--- config.mk ---
export PLATFORM = sky130hd
export DESIGN_NAME = pong_match_sequencer
export DESIGN_NICKNAME = d
export VERILOG_FILES = /design/src/rtl/pong_match_sequencer.sv
export SDC_FILE = /design/constraint.sdc
export NUM_CORES = 1
export LEC_CHECK = 0
export CORE_ASPECT_RATIO = 1.25
export CORE_MARGIN = 1.5
export CORE_UTILIZATION = 55
export CTS_CLUSTER_DIAMETER = 100
export CTS_CLUSTER_SIZE = 25
export DETAILED_ROUTE_END_ITERATION = 8
export PLACE_DENSITY = 0.81
export SLEW_MARGIN = 20
export SYNTH_ARGS = -nofsm -noshare
export SYNTH_HDL_FRONTEND = slang
export SYNTH_SLANG_ARGS = --single-unit
--- constraint.sdc ---
create_clock -name clk_0 -period 5.7 [get_ports clk_0]
set_input_delay 1.425 -clock clk_0 [delete_from_list [all_inputs] [get_ports clk_0]]
set_output_delay 1.425 -clock clk_0 [all_outputs]
set_load 0.05 [all_outputs]
--- src/rtl/pong_match_sequencer.sv ---
// Match-level sequencer for the pong datapath: menu, serve, play, point pause and game over.
// Optional PONG_ATTRACT_EN: OVER returns to STARTUP by itself after ATTRACT_FRAMES frames.
module pong_match_sequencer #(
   parameter int unsigned WIN_SCORE      = 7,
   parameter int unsigned SERVE_FRAMES   = 60,
   parameter int unsigned PAUSE_FRAMES   = 90,
   parameter int unsigned BLINK_FRAMES   = 8,
   parameter int unsigned ATTRACT_FRAMES = 240
) (
   input  logic       clk_0,
   input  logic       rst,
   input  logic       frame_tick,
   input  logic       start_btn,
   input  logic       miss_left,
   input  logic       miss_right,
   output logic       game_startup,
   output logic       game_over,
   output logic       sq_shown,
   output logic [3:0] score_p1,
   output logic [3:0] score_p2,
   output logic       serve_req,
   output logic       serve_dir
);

   localparam logic [2:0] ST_STARTUP = 3'd0;
   localparam logic [2:0] ST_SERVE   = 3'd1;
   localparam logic [2:0] ST_PLAY    = 3'd2;
   localparam logic [2:0] ST_PAUSE   = 3'd3;
   localparam logic [2:0] ST_OVER    = 3'd4;

   localparam logic [3:0] WIN_N     = 4'(WIN_SCORE);
   localparam logic [7:0] SERVE_N   = 8'(SERVE_FRAMES);
   localparam logic [7:0] PAUSE_N   = 8'(PAUSE_FRAMES);
   localparam logic [7:0] BLINK_N   = 8'(BLINK_FRAMES);
   localparam logic [7:0] ATTRACT_N = 8'(ATTRACT_FRAMES);

   logic       btn_meta_q, btn_sync_q, btn_prev_q;
   logic       press;
   logic [2:0] state_q, state_d;
   logic [7:0] frame_cnt_q, frame_cnt_d, frame_cnt_inc;
   logic [7:0] blink_cnt_q, blink_cnt_d, blink_cnt_inc;
   logic       blink_q, blink_d;
   logic       startup_q, startup_d;
   logic       over_q, over_d;
   logic       sq_q, sq_d;
   logic [3:0] p1_q, p1_d;
   logic [3:0] p2_q, p2_d;
   logic       serve_req_q, serve_req_d;
   logic       serve_dir_q, serve_dir_d;
   logic       attract_hit;

   function automatic logic [3:0] sat_inc(input logic [3:0] s);
      sat_inc = (s >= WIN_N) ? WIN_N : s + 4'd1;
   endfunction

   // Synchronizer and edge register reset high: a button held through reset must be released first.
   assign press = btn_sync_q & ~btn_prev_q;

   assign frame_cnt_inc = frame_cnt_q + 8'd1;
   assign blink_cnt_inc = blink_cnt_q + 8'd1;

`ifdef PONG_ATTRACT_EN
   assign attract_hit = frame_tick & (frame_cnt_inc == ATTRACT_N);
`else
   // Auto-return disabled; the term keeps the parameter referenced.
   assign attract_hit = 1'b0 & (frame_cnt_inc == ATTRACT_N);
`endif

   always_comb begin
      state_d     = state_q;
      frame_cnt_d = frame_cnt_q;
      blink_cnt_d = blink_cnt_q;
      blink_d     = blink_q;
      startup_d   = startup_q;
      over_d      = over_q;
      sq_d        = sq_q;
      p1_d        = p1_q;
      p2_d        = p2_q;
      serve_req_d = 1'b0;
      serve_dir_d = serve_dir_q;

      if (frame_tick) begin
         frame_cnt_d = frame_cnt_inc;
      end

      case (state_q)
         ST_STARTUP: begin
            if (press) begin
               state_d     = ST_SERVE;
               p1_d        = '0;
               p2_d        = '0;
               serve_dir_d = 1'b0;
            end
         end
         ST_SERVE: begin
            if (frame_tick) begin
               if (frame_cnt_inc == SERVE_N) begin
                  state_d = ST_PLAY;
               end
               if (blink_cnt_inc == BLINK_N) begin
                  blink_cnt_d = '0;
                  blink_d     = ~blink_q;
                  sq_d        = ~blink_q;
               end else begin
                  blink_cnt_d = blink_cnt_inc;
               end
            end
         end
         ST_PLAY: begin
            if (miss_left && miss_right) begin
               state_d = ST_PAUSE;
            end else if (miss_left) begin
               p2_d        = sat_inc(p2_q);
               serve_dir_d = 1'b1;
               state_d     = (p2_d == WIN_N) ? ST_OVER : ST_PAUSE;
            end else if (miss_right) begin
               p1_d        = sat_inc(p1_q);
               serve_dir_d = 1'b0;
               state_d     = (p1_d == WIN_N) ? ST_OVER : ST_PAUSE;
            end
         end
         ST_PAUSE: begin
            if (frame_tick && (frame_cnt_inc == PAUSE_N)) begin
               state_d = ST_SERVE;
            end
         end
         ST_OVER: begin
            if (press || attract_hit) begin
               state_d = ST_STARTUP;
            end
         end
         default: begin
            state_d = ST_STARTUP;
         end
      endcase

      // Entry actions shared by every transition; they override the per-state updates above.
      if (state_d != state_q) begin
         frame_cnt_d = '0;
         startup_d   = (state_d == ST_STARTUP);
         over_d      = (state_d == ST_OVER);
         sq_d        = (state_d == ST_SERVE) || (state_d == ST_PLAY);
         serve_req_d = (state_d == ST_PLAY);
         if (state_d == ST_SERVE) begin
            blink_cnt_d = '0;
            blink_d     = 1'b1;
         end
      end
   end

   always_ff @(posedge clk_0) begin
      if (!rst) begin
         btn_meta_q  <= 1'b1;
         btn_sync_q  <= 1'b1;
         btn_prev_q  <= 1'b1;
         state_q     <= ST_STARTUP;
         frame_cnt_q <= '0;
         blink_cnt_q <= '0;
         blink_q     <= 1'b1;
         startup_q   <= 1'b1;
         over_q      <= 1'b0;
         sq_q        <= 1'b0;
         p1_q        <= '0;
         p2_q        <= '0;
         serve_req_q <= 1'b0;
         serve_dir_q <= 1'b0;
      end else begin
         btn_meta_q  <= start_btn;
         btn_sync_q  <= btn_meta_q;
         btn_prev_q  <= btn_sync_q;
         state_q     <= state_d;
         frame_cnt_q <= frame_cnt_d;
         blink_cnt_q <= blink_cnt_d;
         blink_q     <= blink_d;
         startup_q   <= startup_d;
         over_q      <= over_d;
         sq_q        <= sq_d;
         p1_q        <= p1_d;
         p2_q        <= p2_d;
         serve_req_q <= serve_req_d;
         serve_dir_q <= serve_dir_d;
      end
   end

   assign game_startup = startup_q;
   assign game_over    = over_q;
   assign sq_shown     = sq_q;
   assign score_p1     = p1_q;
   assign score_p2     = p2_q;
   assign serve_req    = serve_req_q;
   assign serve_dir    = serve_dir_q;

endmodule

==> results by group, run 1 <==
Outcome
  – Status: finished clean

Final layout
  – ANT cells: 0
  – FF+latch area: between 700 and 800 um2
  – Nets: 263
  – FILL cells: 284
  – Ratio of cells with drive above 1 in the final layout: 0.0833
  – Design area: 2330 um2
  – Syn-to-layout area delta: 17.8%
  – Area occupied by multi-input gates: ~1200 um2
  – End-of-flow core utilization: 0.674

Global route
  – Initial antenna violation count: 0
  – GRT Total Usage: 0.213
  – Global route overflow: 0
  – Vias in the first global route: 1557
  – Largest net degree at the start of global routing: 21
  – First-pass GRT wire length: roughly 6700 um

Placement
  – DP HPWL: 2670 um
  – I/O Buffers: 18
  – Placement-stage cell area: ~2200 um2
  – GP Congestion: 0.840

Logic synthesis
  – Synth warn: 0
  – Syn nets: 246
  – Yosys cell types: 50
  – Main synth FF type: dfxtp_1
  – Mean Syn Cell Area: 8.44 um2
  – Register area share after synthesis: 0.365
  – Synth async-reset ratio: 0
  – Syn Std Cell Area: a little under 2000 um2
  – Post-Syn Instances: 234
  – Yosys reg bits: 36
  – EDFF count, synth: 0

Min path
  – Hold path cells: 1
  – Min-delay worst type: register to register
  – Hold Startpoint: btn_meta_q

Clock network
  – Longest Clk Path Bufs: 2
  – TritonCTS Buffers: 5
  – Hold_buf cts: 0
  – Post-CTS setup buffers: 0
  – Worst skew pair latency: 290 ps
  – Root Driver: clkbuf_8
  – CTS Sinks: 36
  – Post_cts resized: 0
  – H-tree depth: 2
  – Clk slew on worst S/H paths: about 70 ps
  – CTS tree: built

Power
  – PwrDens: 260 nW/um2
  – VDD IR max: 0.000336 V
  – Total Power: slightly above 600 uW
  – Leakage: approximately 0.90 nW

Setup path
  – Critical path type: primary input to register
  – Crit path launch: frame_tick
  – WP buf/inv: 1
  – Worst Setup Start Kind: primary input
  – Worst-path cell chain: clkdlybuf4s50_1, nand4_1, o22ai_1, and4b_4, nand2_1, a31o_2, o31ai_4, nor2_1
  – Stages on the worst setup path: 8
  – Start of the worst register-to-register path: score_p2[0]
  – Critical Path Fanout Max: 9
  – Worst Path Arrival: 3600 ps
  – Crit end category: register
  – Cell count of the worst reg-to-reg path: 8
  – Crit path max-delay cell type: clkdlybuf4s50_1
  – WP data required: between 5000 and 6000 ps
  – CP top delay family: compound AO/OA/AOI/OAI gates
  – Worst path max stage delay: 670 ps

Floorplan
  – Die height: roughly 70 um
  – Initial Util: 0.572
  – Die footprint: approximately 4000 um2
  – FP Rows: 24
  – Core area: 3450 um2
  – Die X: 56.6 um
  – # IOs: 19

STA
  – Slew HR: 0.537
  – Fmax: between 200 and 300 MHz
  – Unrepaired setup endpoints after global routing: false
  – Tmin final: about 3400 ps
  – Max Slew Vio Count: 0
  – Slew at the pin with the worst max-slew slack: 692 ps
  – Setup Viol. Count Final: 0
  – Fin Clk Skew: 7.79 ps
  – Setup TNS: 0 ps
  – Final count of hold timing violations: 0
  – Fin crit share: 0.602

Drt
  – Routed WL: 3790 um
  – Iteration-0 DRC Markers: 55
  – DRC viols: 0
  – Vias/cell: 5.70
  – Wirelength per Cell: 13.0 um
  – Number of antenna-violating nets in the routed design: 0
  – Via count: between 1500 and 2000
  – Drt pass-1 iters: 4

Flow run
  – Max-cap violations: 0
==> layout by cell type, fill, tap and decap left out, drive strengths merged, types with 2 or more instances in the layout <==
cell type / count
maj3: 2
a21oi: 6
nor2: 29
clkbuf: 5
nand2: 26
a311o: 2
o211a: 2
xnor2: 8
and3: 5
bufinv: 3
nor2b: 7
or2: 3
nor3: 5
ha: 6
nor3b: 2
a31o: 2
nand3: 13
nand2b: 5
clkdlybuf4s50: 18
a21o: 2
mux2i: 2
a21boi: 6
or3: 4
and2: 5
nand4: 7
o21ai: 7
a22oi: 3
xor2: 8
inv: 8
a32o: 2
dfxtp: 36
==> sequential cells by signal, summed over array words and instances (netlist names), 3 cells and up <==
register / flops
blink_cnt_q: 8
score_p2: 4
score_p1: 4
frame_cnt_q: 8
state_q: 3
==> worst paths after layout <==
path / endpoint / slack (ps)
max: blink_cnt_q[0] / 2270
min: btn_sync_q / 410
max reg2reg: blink_q / 3130
min reg2reg: btn_sync_q / 410
==> metrics by stage <==
stage | std cells | setup WS, ps | hold slack [ps]
after global routing | 291 | 2120 | 429
after floorplan | 234 | 2680 | 386
after detailed placement | 283 | 1960 | 399
after CTS | 291 | 2240 | 417
final | 291 | 2270 | 411
after global placement | 283 | 2050 | 390
==> Yosys cell counts, types with 2 or more instances <==
cell | instances | area (um2)
o21ai_0 | 7 | 35.0
nand2_1 | 25 | 93.8
a21o_1 | 2 | 15.0
buf_2 | 2 | 10.0
nand3_1 | 13 | 65.1
or3_1 | 4 | 25.0
dfxtp_1 | 36 | 721
nor2_1 | 29 | 109
nor2b_1 | 7 | 43.8
nand2b_1 | 4 | 25.0
a311o_1 | 2 | 20.0
nor3b_1 | 2 | 15.0
a21oi_1 | 6 | 30.0
nand4_1 | 6 | 37.5
inv_1 | 8 | 30.0
o211a_1 | 2 | 20.0
ha_1 | 6 | 75.1
xnor2_1 | 8 | 70.1
a22oi_1 | 2 | 15.0
maj3_2 | 2 | 22.5
xor2_1 | 8 | 70.1
or2_2 | 2 | 12.5
and2_1 | 5 | 31.3
and3_1 | 5 | 31.3
a32o_1 | 2 | 20.0
a21boi_0 | 6 | 45.0
nor3_1 | 5 | 25.0
clkbuf_1 | 5 | 18.8
mux2i_1 | 2 | 20.0
==> where the power goes <==
group          internal (mW)  switching (mW)
Clock                  0.219          0.0912
Sequential             0.255         0.00535
Combinational         0.0149          0.0203
==> metal layers <==
metal | GRT usage | share of wire | up-vias
li1 | - | - | 852
met5 | 0 | 0 | -
met4 | 0.0979 | 0.021 | 0
met2 | 0.363 | 0.51 | 28
met1 | 0.245 | 0.43 | 770
met3 | 0.0574 | 0.039 | 8
==> cells by family (layout without fill, tap and decap cells) <==
| group | Yosys count | count (layout) | share of synthesized area |
|---|---|---|---|
| AOI/OAI and AO/OA | 41 | 41 | 0.172 |
| adders and majority gates | 8 | 8 | 0.0494 |
| buffers and inverters | 16 | 34 | 0.0336 |
| DFF | 36 | 36 | 0.365 |
| xor gates and xnor gates | 16 | 16 | 0.0710 |
| and+or+nand+nor | 115 | 115 | 0.298 |
| muxes | 2 | 2 | 0.0101 |
==> area by class of cell <==
type	instances	area share
Timing Repair Buffer	18	0.0775
Sequential cell	36	0.310
Clock buffer	5	0.0296
Inverter	8	0.0129
Tap cell	39	0.0210
Clock inverter	3	0.0387
Multi-Input combinational cell	182	0.510
==> worst register-to-register path, stage by stage, from the launching register on <==
cell	delay [ps]
dfxtp_1	340
ha_1	330
maj3_2	320
o221ai_2	240
nand3_1	110
a311o_1	370
a22oi_4	300
o31ai_4	170
or2_1	280
No activity file was read; power rests on OpenSTA's default activity.
==> run 2, diff against run 1 <==
Clock period 5.7 ns to 3.25 ns, I/O delays scaled along.
==> run 2 against run 1 <==
Against the previous run: sequential power rose by 75%; cell count rose by 1.4%; hold slack barely moved; clock power rose by 23%; non-clock buffer count rose by 4; global-route usage fell by 0.57 points; final area fell by 0.91%; via count rose by 2.0%; clock-buffer cell count rose by 1; sequential share of layout area rose by 0.29 points; critical path type unchanged; highest routed layer unchanged.
==> results by group, run 2 (synthesis results as in run 1) <==
Power
  – PwrDens: 391 nW/um2 (+50%)
  – Sequential share of power: 0.507 (+0.077)
  – Leakage: 0.896 nW (-0.33%)
  – VDD IR max: 0.000502 V (+49%)
  – Internal: 704 uW (+44%)
  – Switch share: 0.220 (+0.0267)
  – Comb pwr share: 0.071 (+0.013)
  – Clk pwr share: 0.422 (-0.090)
  – P_sw: 198 uW (+69%)

STA
  – Slew HR: 0.611 (+0.0738)
  – Setup TNS: 0 ps (unchanged)
  – Fin Clk Skew: 4.61 ps (-3.18 ps)
  – Unrepaired setup endpoints after global routing: false
  – Tmin final: between 2000 and 3000 ps
  – Final count of hold timing violations: 0 (unchanged)
  – Setup Viol. Count Final: 0 (unchanged)
  – Fmax: 364 MHz
  – Fin crit share: 0.844
  – Max Slew Vio Count: 0 (unchanged)
  – Slew at the pin with the worst max-slew slack: 579 ps (-113 ps)

Setup path
  – Start of the worst register-to-register path: score_p2[1]
  – Crit path max-delay cell type: clkdlybuf4s50_1
  – Critical Path Fanout Max: 9 (unchanged)
  – R2r setup slk: 680 ps (-2450 ps)
  – Worst-path cell chain: clkdlybuf4s50_1, nand2b_1, a221o_1, and2_1, a32o_1, a31o_2, o31ai_4, or2_1
  – Critical path type: primary input to register
  – RR Endpoint: blink_q
  – WP data required: 3480 ps (-2390 ps)
  – CP top delay family: compound AO/OA/AOI/OAI gates
  – Crit end category: register
  – Worst path max stage delay: 430 ps (-240 ps)
  – WP buf/inv: 1 (unchanged)
  – Cell count of the worst reg-to-reg path: 8 (unchanged)
  – Worst Setup Start Kind: primary input
  – Worst Path Arrival: 2980 ps (-620 ps)

Floorplan
  – Die height: 70.0 um (unchanged)
  – Core area: 3450 um2 (unchanged)
  – Initial Util: 0.572 (unchanged)
  – FP Rows: 24 (unchanged)
  – Die X: 56.6 um (unchanged)
  – Die footprint: 3960 um2 (unchanged)
  – # IOs: 19 (unchanged)

Clock network
  – Longest Clk Path Bufs: 2 (unchanged)
  – TritonCTS Buffers: 5 (unchanged)
  – Worst skew pair latency: 290 ps (about the same)
  – Post-CTS setup buffers: 0 (unchanged)
  – CTS Sinks: 36 (unchanged)
  – H-tree depth: 2 (unchanged)
  – Root Driver: clkbuf_8
  – CTS tree: built
  – Post_cts resized: 0 (unchanged)
  – Hold_buf cts: 0 (unchanged)
  – Clk slew on worst S/H paths: 70 ps (about the same)

Placement
  – DP HPWL: 2860 um (+7.2%)
  – Placement-stage cell area: 2200 um2 (+1.4%)
  – GP Congestion: 0.809 (-3.8%)
  – I/O Buffers: 18 (unchanged)

Final layout
  – Syn-to-layout area delta: 16.7%
  – Commonest non-fill, non-tap cells in the layout: dfxtp_1, nor2_1, nand2_1
  – Design area: 2300 um2 (-0.91%)
  – Ratio of cells with drive above 1 in the final layout: 0.0938 (+0.0104)
  – Nets: 267 (+1.5%)
  – Most common cell after layout, fill and taps aside: dfxtp_1
  – Largest registers: blink_cnt_q (8), frame_cnt_q (8)
  – ANT cells: 0 (unchanged)

Min path
  – Hold Startpoint: btn_meta_q
  – Hold endpoint: btn_sync_q
  – Hold path cells: 1 (unchanged)
  – Min-delay worst type: register to register

Global route
  – Initial antenna violation count: 0 (unchanged)
  – First-pass GRT wire length: 6540 um (-2.7%)
  – Vias in the first global route: 1595 (+2.4%)
  – GRT Total Usage: 0.208 (-0.00575)
  – Largest net degree at the start of global routing: 21 (unchanged)
  – Global route overflow: 0 (unchanged)

Drt
  – Routed WL: 3930 um (+3.9%)
  – Via count: 1691 (+2.0%)
  – Iteration-0 DRC Markers: 43 (-22%)
  – Wirelength per Cell: 13.3 um (+2.5%)
  – Vias/cell: 5.73 (+0.61%)
  – Drt pass-1 iters: 4 (unchanged)
  – Number of antenna-violating nets in the routed design: 0 (unchanged)
  – DRC viols: 0 (unchanged)

Flow run
  – Max-cap violations: 0 (unchanged)

Outcome
  – Status: finished clean
run 2: cell types whose count changed in the layout (fill, tap and decap cells not counted), sizes merged:
| cell | delta |
|---|---|
| bufinv | -2 |
| buf | +4 |
| clkbuf | +1 |
| clkinv | +1 |
run 2: through the flow:
step | utilization | worst slack, ps | hold slack, ps | power [mW] | instances
floorplan | - | 518 | 386 | 0.510 | 234
global placement | 0.636 | 258 | 390 | 0.530 | 287
detailed placement | 0.636 | 224 | 401 | 0.530 | 287
CTS | 0.667 | 503 | 419 | 0.909 | 295
global route | 0.667 | 380 | 433 | 0.936 | 295
finish | 0.667 | 505 | 411 | 0.902 | 295
run 2: routing by layer:
metal | up-vias | GRT usage | share of wire
met5 | - | 0 | 0
met3 | 8 | 0.0500 | 0.037
met1 | 794 | 0.228 | 0.44
li1 | 858 | - | -
met2 | 31 | 0.366 | 0.51
met4 | 0 | 0.101 | 0.017
run 2: worst max path at each step:
stage | end | from | slack, ps | cells past startpoint
4_1_cts | blink_q | miss_left | 500 | 8
5_1_grt | blink_q | miss_left | 380 | 8
3_3_place_gp | blink_cnt_q[3] | miss_left | 260 | 8
3_5_place_dp | blink_q | miss_left | 220 | 8
6_report | blink_q | miss_left | 510 | 8
2_1_floorplan | blink_q | score_p2[1] | 520 | 8
run 2: area by class of cell:
cell class	count	area, um2
clock buffer	6	72.6
fill	302	1150
tap	39	48.8
multi-input combinational	182	1190
timing repair buffer	22	210
inverter	8	30.0
clock inverter	2	35.0
sequential	36	721
run 2: power by group through the flow:
| stage | clock, mW | sequential, mW | combinational [mW] |
|---|---|---|---|
| global route | 0.408 | 0.458 | 0.0699 |
| detailed placement | 0 | 0.467 | 0.0632 |
| global placement | 0 | 0.467 | 0.0632 |
| finish | 0.381 | 0.457 | 0.0638 |
| CTS | 0.388 | 0.457 | 0.0637 |
| floorplan | 0 | 0.470 | 0.0395 |
==> edit: new RTL, config.mk and constraints of run 2 <==
Remove the register `serve_req_q`: a continuous assignment takes its place, so the output `serve_req` follows one clock earlier.
--- a/src/rtl/pong_match_sequencer.sv
+++ b/src/rtl/pong_match_sequencer.sv
@@ -162,7 +162,6 @@
          sq_q        <= 1'b0;
          p1_q        <= '0;
          p2_q        <= '0;
-         serve_req_q <= 1'b0;
          serve_dir_q <= 1'b0;
       end else begin
          btn_meta_q  <= start_btn;
@@ -177,10 +176,11 @@
          sq_q        <= sq_d;
          p1_q        <= p1_d;
          p2_q        <= p2_d;
-         serve_req_q <= serve_req_d;
          serve_dir_q <= serve_dir_d;
       end
    end
+
+   assign serve_req_q = serve_req_d;
 
    assign game_startup = startup_q;
    assign game_over    = over_q;
Check against the original RTL: same outputs for any inputs over 10 cycles, from zero or initial values and one cycle with rst low; that may be too few to reach the edited logic, so the function may still have changed.
==> edit against run 2 <==
  * Synthesized cell count up 1.3%
  * Register-to-register slack worse by 0.02 ns
  * Final area down 2.0%
  * Sequential cell count down 1
  * First-iteration DRC count up 67%
  * Die area down 2.7%
  * Combinational power down 14%
  * Largest cell class unchanged
  * Setup slack worse by 0.31 ns
  * Highest routed layer unchanged
  * Final cell count unchanged
  * Synthesized area down 2.8%
  * Power down 2.2%
  * Routed wire length down 3.9%
  * Clock skew up 0.0050 ns
  * Maximum frequency down 10%
==> edit: results <==
group,metric,value,unit
status,result_of_the_run,"finished clean",
synth,netlist_top_cells_area,"sky130_fd_sc_hd__dfxtp_1 (37%), sky130_fd_sc_hd__nor2_1 (6.1%), sky130_fd_sc_hd__nand2_1 (5.5%)",
power_and_ir_drop,static_leak,0.7943,nW
clock_tree,clkTransAtPathRegs,0.08,ns
global_routing,groute.usage.overall,0.2053,
global_routing,grt_pass1_vias,1546,
timing,fin_worst_skew,0.009619,ns
min_path,hp-class,"reg -> reg",
power_and_ir_drop,swShare,0.2225,
global_routing,grt_first_pass_wirelength,6.486,mm
worst_setup_path,timing.critical_path.to,"serve_req",
synth,netlist_cell_types,47,
detailed_routing,drt_first_pass_iters,4,
power_and_ir_drop,vdd.ir_drop.worst,0.0004283,V
synth,post_synth_most_frequent_cells,"sky130_fd_sc_hd__dfxtp_1 (35), sky130_fd_sc_hd__nor2_1 (31), sky130_fd_sc_hd__nand2_1 (28), sky130_fd_sc_hd__a21oi_1 (14), sky130_fd_sc_hd__o21ai_0 (11)",
clock_tree,number_of_clock_buffers_inserted_by_tritoncts,5,
final_layout,fin_nets,269,
timing,hold_violations,0,
synth,synth_nets,249,
detailed_routing,via_count,1721,
placed_design,gp_congestion,0.8837,
final_layout,antenna-diode-count,0,
clock_tree,clockRootBuffer,"sky130_fd_sc_hd__clkbuf_8",
timing,timing_worst_slew_pin_value,0.5177,ns
placed_design,dpl.hpwl,2.659,mm
worst_setup_path,reg2reg_slack,0.66,ns
synth,synth_seq_area_share,0.3651,
detailed_routing,drt_iter0_drc,72,
clock_tree,clock_latency,0.28,ns
final_layout,fillers,276,
clock_tree,ctsResizeCount,0,
clock_tree,post_cts.repair.setup_buffers,0,
clock_tree,cts_max_level,2,
placed_design,numPortBuffers,18,
worst_setup_path,reg2reg_to,"blink_cnt_q[7]$_SDFF_PN0_",
worst_setup_path,crit_fanout,3,
final_layout,final_layout_size_suffix_gt1_frac,0.08527,
worst_setup_path,launch_point_of_the_worst_path,"frame_tick",
detailed_routing,detail_route.wl_per_cell,12.81,um
clock_tree,clock_path_buffers,2,
final_layout,top_regs,"blink_cnt_q (8), frame_cnt_q (8)",
worst_setup_path,reg2regPathDepth,9,
worst_setup_path,timing.critical_path.arrival,2.25,ns
synth,ys_async_sr_fraction,0,
synth,synth_warnings,0,
global_routing,largest_net_degree_at_the_start_of_global_routing,17,
worst_setup_path,worst_r2r_startpoint,"frame_cnt_q[0]$_SDFFE_PP0P_",
edit: logic make-up (layout without fill, tap and decap cells):
group | Yosys count | in the layout | share of synthesized area
compound gates | 47 | 47 | 0.1708
xor+xnor | 16 | 16 | 0.07301
mux | 4 | 4 | 0.02086
buf+inv | 16 | 37 | 0.03585
flops | 35 | 35 | 0.3651
simple gates | 113 | 113 | 0.2953
fa+ha+maj | 6 | 6 | 0.03911
edit: through the flow:
step                cell area, um^2  hold slack, ns  cells  worst slack [ns]  utilization
global placement               2146          0.3973    287            0.2104       0.6541
detailed placement             2146          0.3963    287            0.1931       0.6541
floorplan                      1926          0.3863    237           0.03244            -
CTS                            2258          0.4146    295            0.1765       0.6884
global route                   2258          0.4595    295           0.06950       0.6884
finish                         2258          0.4108    295            0.1904       0.6884
edit: power by group through the flow:
| stage | clock, mW | combinational, mW | sequential, mW |
|---|---|---|---|
| floorplan | 0 | 0.0342 | 0.454 |
| global placement | 0 | 0.0541 | 0.452 |
| detailed placement | 0 | 0.0547 | 0.453 |
| CTS | 0.399 | 0.0551 | 0.443 |
| global route | 0.415 | 0.0603 | 0.444 |
| finish | 0.385 | 0.0547 | 0.443 |
edit: worst max-delay path, stage by stage:
cell and delay (ns):
sky130_fd_sc_hd__clkdlybuf4s50_1 0.47, sky130_fd_sc_hd__nor2b_1 0.18, sky130_fd_sc_hd__nand3_1 0.17, sky130_fd_sc_hd__nor4_2 0.41
sky130_fd_sc_hd__buf_12 0.19
edit: per-layer routing:
layer	track usage	wire length, um	share of wire	up-vias
li1	-	-	-	876
met1	0.2544	1738	0.46	799
met2	0.3347	1816	0.48	38
met3	0.04128	137	0.036	8
met4	0.1058	86	0.023	0
met5	0	0	0	-
edit: worst min-delay path by stage:
| stage | startpoint | end | depth (start not counted) |
|---|---|---|---|
| floorplan | btn_meta_q$_SDFF_PN1_ | btn_sync_q$_SDFF_PN1_ | 1 |
| global placement | btn_meta_q$_SDFF_PN1_ | btn_sync_q$_SDFF_PN1_ | 1 |
| detailed placement | btn_meta_q$_SDFF_PN1_ | btn_sync_q$_SDFF_PN1_ | 1 |
| CTS | btn_meta_q$_SDFF_PN1_ | btn_sync_q$_SDFF_PN1_ | 1 |
| global route | btn_meta_q$_SDFF_PN1_ | btn_sync_q$_SDFF_PN1_ | 1 |
| finish | btn_meta_q$_SDFF_PN1_ | btn_sync_q$_SDFF_PN1_ | 1 |
edit: layout make-up:
cell class | count | area share
clock buffers | 5 | 0.03047
flip-flops and latches | 35 | 0.3102
inverters | 8 | 0.01330
repair buffers | 21 | 0.09418
well taps | 37 | 0.02050
clock inverters | 3 | 0.01939
multi-input cells | 186 | 0.5119
